==> src/rtl/bus_responder.sv <==
// bus_responder: CPU-side bus slave with an internal RAM window at the bottom of the
// address map and a request/acknowledge bridge for all other addresses.
// Optional feature: define WRITE_POST_EN to add a one-deep posted write buffer so the
// CPU does not stall on external writes.
module bus_responder #(
  parameter int unsigned RAM_AW = 9
) (
  input  logic        clk,
  input  logic        reset,
  input  logic [15:0] AB,
  input  logic [7:0]  DO,
  input  logic        WE,
  input  logic        sync,
  output logic        rdy,
  output logic [7:0]  DI,
  output logic        ext_req,
  output logic [15:0] ext_addr,
  output logic [7:0]  ext_wdata,
  output logic        ext_we,
  output logic        ext_fetch,
  input  logic        ext_ack,
  input  logic [7:0]  ext_rdata
);

  localparam int unsigned RamDepth = 1 << RAM_AW;
  localparam logic [16:0] RamLimit = 17'(RamDepth);

  localparam logic [1:0] StIdle   = 2'd0;
  localparam logic [1:0] StRdWait = 2'd1;
  localparam logic [1:0] StWrWait = 2'd2;

  logic [7:0]        ram_q [RamDepth];
  logic [RAM_AW-1:0] ram_idx;
  logic              int_hit;
  logic              accept;

  logic [1:0]  state_q, state_d;
  logic [7:0]  di_q, di_d;
  logic [15:0] ext_addr_q, ext_addr_d;
  logic [7:0]  ext_wdata_q, ext_wdata_d;
  logic        ext_we_q, ext_we_d;
  logic        ext_fetch_q, ext_fetch_d;

`ifdef WRITE_POST_EN
  logic        wb_valid_q, wb_valid_d;
`endif

  assign ram_idx = AB[RAM_AW-1:0];
  assign int_hit = {1'b0, AB} < RamLimit;

  // CPU ready: only in IDLE; with posting, external accesses also wait for the buffer
  // to drain so they are issued in program order.
  always_comb begin
`ifdef WRITE_POST_EN
    rdy = (state_q == StIdle) && !(wb_valid_q && !int_hit);
`else
    rdy = (state_q == StIdle);
`endif
  end

  assign accept = rdy && !reset;

  // External request is a pure function of the registered state.
  always_comb begin
`ifdef WRITE_POST_EN
    ext_req = (state_q != StIdle) || wb_valid_q;
`else
    ext_req = (state_q != StIdle);
`endif
  end

  // Next-state logic for the FSM, read data and the external access registers.
  always_comb begin
    state_d     = state_q;
    di_d        = di_q;
    ext_addr_d  = ext_addr_q;
    ext_wdata_d = ext_wdata_q;
    ext_we_d    = ext_we_q;
    ext_fetch_d = ext_fetch_q;
`ifdef WRITE_POST_EN
    wb_valid_d  = wb_valid_q;
    // The buffer is only ever in flight while the FSM sits in IDLE.
    if (wb_valid_q && ext_ack) begin
      wb_valid_d = 1'b0;
    end
`endif
    case (state_q)
      StIdle: begin
        if (accept) begin
          if (int_hit) begin
            if (!WE) begin
              di_d = ram_q[ram_idx];
            end
          end else begin
            ext_addr_d  = AB;
            ext_wdata_d = DO;
            ext_we_d    = WE;
            ext_fetch_d = sync;
            if (WE) begin
`ifdef WRITE_POST_EN
              wb_valid_d = 1'b1;
`else
              state_d    = StWrWait;
`endif
            end else begin
              state_d = StRdWait;
            end
          end
        end
      end
      StRdWait: begin
        if (ext_ack) begin
          di_d    = ext_rdata;
          state_d = StIdle;
        end
      end
      StWrWait: begin
        if (ext_ack) begin
          state_d = StIdle;
        end
      end
      default: state_d = StIdle;
    endcase
  end

  // State registers with synchronous reset; reset aborts any access in flight.
  always_ff @(posedge clk) begin
    if (reset) begin
      state_q     <= StIdle;
      di_q        <= 8'h00;
      ext_addr_q  <= 16'h0000;
      ext_wdata_q <= 8'h00;
      ext_we_q    <= 1'b0;
      ext_fetch_q <= 1'b0;
`ifdef WRITE_POST_EN
      wb_valid_q  <= 1'b0;
`endif
    end else begin
      state_q     <= state_d;
      di_q        <= di_d;
      ext_addr_q  <= ext_addr_d;
      ext_wdata_q <= ext_wdata_d;
      ext_we_q    <= ext_we_d;
      ext_fetch_q <= ext_fetch_d;
`ifdef WRITE_POST_EN
      wb_valid_q  <= wb_valid_d;
`endif
    end
  end

  // Internal RAM write port; contents survive reset.
  always_ff @(posedge clk) begin
    if (accept && int_hit && WE) begin
      ram_q[ram_idx] <= DO;
    end
  end

  assign DI        = di_q;
  assign ext_addr  = ext_addr_q;
  assign ext_wdata = ext_wdata_q;
  assign ext_we    = ext_we_q;
  assign ext_fetch = ext_fetch_q;

endmodule

==> config.mk <==
export PLATFORM = sky130hd
export DESIGN_NAME = bus_responder
export DESIGN_NICKNAME = d
export VERILOG_FILES = /design/src/rtl/bus_responder.sv
export SDC_FILE = /design/constraint.sdc
export NUM_CORES = 2
export LEC_CHECK = 0
export BUFFER_PORTS_ARGS = -buffer_cell sky130_fd_sc_hd__buf_4
export CAP_MARGIN = 20
export CORE_MARGIN = 3
export CORE_UTILIZATION = 40
export DETAILED_ROUTE_END_ITERATION = 7
export MAX_ROUTING_LAYER = met4
export PLACE_DENSITY = 0.55
export SYNTH_ARGS = -nofsm -noshare
export SYNTH_HDL_FRONTEND = slang
export SYNTH_SLANG_ARGS = --single-unit
==> constraint.sdc <==
create_clock -name clk -period 4.7 [get_ports clk]
set_clock_uncertainty 0.1 [all_clocks]
set_input_delay 0.94 -clock clk [delete_from_list [all_inputs] [get_ports clk]]
set_output_delay 0.94 -clock clk [all_outputs]
set_load 0.03 [all_outputs]
==> flow_metrics.env <==
export IMPL_synth_nets=7942
export IMPL_starting_drc_count_in_detailed_routing=12880
export IMPL_startpoint="AB[12]"
export IMPL_min_delay_start="sync"
export IMPL_final_cycle_share_pct=90.4
export IMPL_via_count=88480
export IMPL_synth_seq_area_share_pct=77.2
export IMPL_synth_flop_cell="sky130_fd_sc_hd__edfxtp_1"
export IMPL_yosys_top_cells_area="sky130_fd_sc_hd__edfxtp_1 77%, sky130_fd_sc_hd__mux4_2 12%, sky130_fd_sc_hd__mux2i_1 2.8%"
export IMPL_cts_root_to_sink_buffers=4
export IMPL_mappedNetlistArea_sq_mm=0.160
export IMPL_drtAntennaViolNets=0
export IMPL_placed_area_sq_mm=0.176
export IMPL_seq_area_sq_mm=0.124
export IMPL_layout_min_cycle_time_ns=4.25
export IMPL_yosysWarningCount=0
export IMPL_worst_skew_pair_later_pin_latency_ns=0.98
export IMPL_maximum_vdd_drop_uv=343
export IMPL_gr_usage_all_layers_pct=25.9
export IMPL_final_hold_viol_count=0
export IMPL_die_height_um=639
export IMPL_timing_critical_path_required_ns=5.32
export IMPL_io_pins=73
export IMPL_kind_of_start_point_of_the_critical_path="primary input"
export IMPL_worstPathMaxFanout=16
export IMPL_effective_utilization_at_floorplan_pct=40.3
export IMPL_stdcell_area_sq_mm=0.190
export IMPL_worst_pin_slew_ns=1.29
export IMPL_utilization_pct=47.9
export IMPL_grt_pass1_wl_um=716000
export IMPL_leakagePower_uw=0.0621
export IMPL_die_span_in_x_um=639
export IMPL_synth_seq_cells=4132
export IMPL_finish_net_count=9217
export IMPL_route_detailed_vias_per_inst=5.98
export IMPL_min_path_type="primary input to flop"
export IMPL_share_of_final_layout_standard_cells_stronger_than_drive_strength_1_pct=29.8
export IMPL_antenna_violations_before_repair=35
export IMPL_drv_slew=0
export IMPL_placementRows=231
export IMPL_die_area_sq_mm=0.408
export IMPL_grt_max_degree=139
export IMPL_max_clock_freq_mhz=235
export IMPL_cp_data_arrival_time_ns=4.87
export IMPL_postSynthAreaPerCell_sq_um=20.3
export IMPL_synth_edff_count=4096
export IMPL_cts_num_sinks=4132
export IMPL_final_fill_count=32632
export IMPL_clk_pin_slew_worst_paths_ns=0.06
export IMPL_htreeDepth=5
export IMPL_place_detailed_hpwl_um=342000
export IMPL_ctsRootBufferMaster="sky130_fd_sc_hd__clkbuf_16"
export IMPL_worst_r2r_startpoint="ram_q[483][0]$_DFFE_PP_"
export IMPL_remaining_drc_errors=0
export IMPL_synth_top_area_share_pct=76.8
export IMPL_detail_route_wirelength_um=519000
export IMPL_setup_viol_count_final=0
export IMPL_core_area_sq_mm=0.397
export IMPL_number_of_unique_standard_cell_types_used_by_synthesis=74
export IMPL_rsz0062_at_grt="no"
export IMPL_first_pass_iters=6
export IMPL_postCtsResizedCells=0
export IMPL_cts_buffers_inserted=427
export IMPL_portBuffers=72
export IMPL_synth_cells=7903
export IMPL_multiInputGateArea_sq_mm=0.0342
export IMPL_cap_violations=0
export IMPL_synth_largest_area_cell="sky130_fd_sc_hd__edfxtp_1"
export IMPL_slew_limit_headroom_pct=14.1
export IMPL_status="finished clean"
export IMPL_worstSetupPathType="primary input to flop"
export IMPL_layout_area_overhead_vs_synth_pct=18.8
export IMPL_power_density_cell_area_mw_per_mm2=414
export IMPL_final_cell_count_no_fill=14793
export IMPL_worst_hold_slack_ns=0.0745
export IMPL_postSynth_asyncResetShare_pct=0
export IMPL_routed_wire_length_per_instance_um=35.1
export IMPL_dp_cells=13988
export IMPL_cts_tree="done"
export IMPL_setup_tns_ns=0
export IMPL_worst_setup_path_end_kind="flop"
export IMPL_grt_pass1_vias=87013
export IMPL_gp_routability_congestion=0.963
export IMPL_grt_ovfl_total=0
## synth_stat cells (all sizes together) (11+ instances only)
master / instances
edfxtp: 4096
mux4: 832
nor2: 594
mux2i: 453
buf: 304
nand2: 293
a22oi: 188
clkbuf: 184
nand3: 128
a21oi: 107
o21ai: 105
o22ai: 101
nand4: 63
a221oi: 40
nand2b: 40
dfxtp: 36
mux2: 35
a31oi: 34
nor3: 30
o221ai: 28
nor4: 23
a32oi: 21
o211ai: 14
a211oi: 12
inv: 11
## metrics by stage
| step | setup WS, ns | power [uW] |
|---|---|---|
| 6_report | 0.450 | 78700 |
| 5_1_grt | 0.436 | 80800 |
| 4_1_cts | 0.628 | 79100 |
| 3_5_place_dp | -0.458 | 45700 |
| 3_3_place_gp | -0.981 | 45700 |
| 2_1_floorplan | 0.774 | 43200 |
## where the power goes
group          internal (uW)  switching [uW]  total (uW)
clock                  19300           14400       33700
combinational           1480            2920        4400
sequential             40500            47.1       40600
total                  61300           17400       78700
## sequential cells by signal, indices dropped and copies added (netlist names)
register	count
DI	8
ext_addr	16
ext_fetch	1
ext_wdata	8
ext_we	1
ram_q	4096
state_q	2
## placed cells by master, fill, tap and decap left out, drive strengths merged, types with 21 or more instances in the layout
cell,n
dfxtp,36
nor2,594
a22oi,188
clkinv,184
mux4,832
inv,27
a32oi,21
nor3,30
buf,1331
o21ai,105
o22ai,101
nand2,293
mux2,35
o221ai,28
a31oi,34
mux2i,453
diode,21
a221oi,40
clkbuf,525
nand3,128
nand4,63
nor4,23
edfxtp,4096
nand2b,40
bufinv,44
a21oi,107
## cell type report
cell class                      instances  share of cell area [%]
Antenna cell                           21                  0.0276
Inverter                               11                  0.0270
Multi-Input combinational cell       3272                    18.0
Timing Repair Buffer                 1334                    6.20
Clock inverter                        256                    1.38
Sequential cell                      4132                    65.0
Tap cell                             5242                    3.45
Clock buffer                          525                    5.88
## logic make-up after synthesis
| logic type | count (synthesis) | synth area share [%] |
|---|---|---|
| flip-flops | 4132 | 77.2 |
| multiplexers | 1320 | 14.8 |
| AND/OR/NAND/NOR | 1241 | 3.40 |
| AO/OA/AOI/OAI | 709 | 3.01 |
| buffers and inverters | 499 | 1.55 |
| adder cells (fa/ha/maj) | 2 | 0.0156 |
## worst paths after layout
kind | endpoint | slack (ns) | cells after the start
worst max-delay path | ram_q[122][4]$_DFFE_PP_ | 0.45 | 11
worst max register to register | DI[0]$_SDFFE_PP0P_ | 1.05 | 8
worst min-delay path | ext_fetch$_SDFFE_PP0P_ | 0.07 | 3
worst min register to register | ext_addr[15]$_SDFFE_PP0P_ | 0.38 | 2
## layer usage
metal  wire (um)  global-route usage (%)
met1      210000                    35.6
met2      242000                    39.3
met3       48000                    4.76
met4       18800                    8.29
met5           0                       -
## worst max-delay path: stages
cell	delay, ns
sky130_fd_sc_hd__dlygate4sd3_1	0.55
sky130_fd_sc_hd__buf_4	0.14
sky130_fd_sc_hd__or4_1	0.51
sky130_fd_sc_hd__nor4_1	0.42
sky130_fd_sc_hd__nand4b_1	0.16
sky130_fd_sc_hd__buf_4	0.26
sky130_fd_sc_hd__nor2_1	0.18
sky130_fd_sc_hd__buf_4	0.20
sky130_fd_sc_hd__nand2_1	0.50
sky130_fd_sc_hd__nor2_1	0.72
sky130_fd_sc_hd__buf_4	0.28
## repair_timing
action	CTS	global route
hold buffers	3	0
endpoints found under the hold margin	3	0
buffers inserted	0	0
No activity file was read; power rests on OpenSTA's default activity.
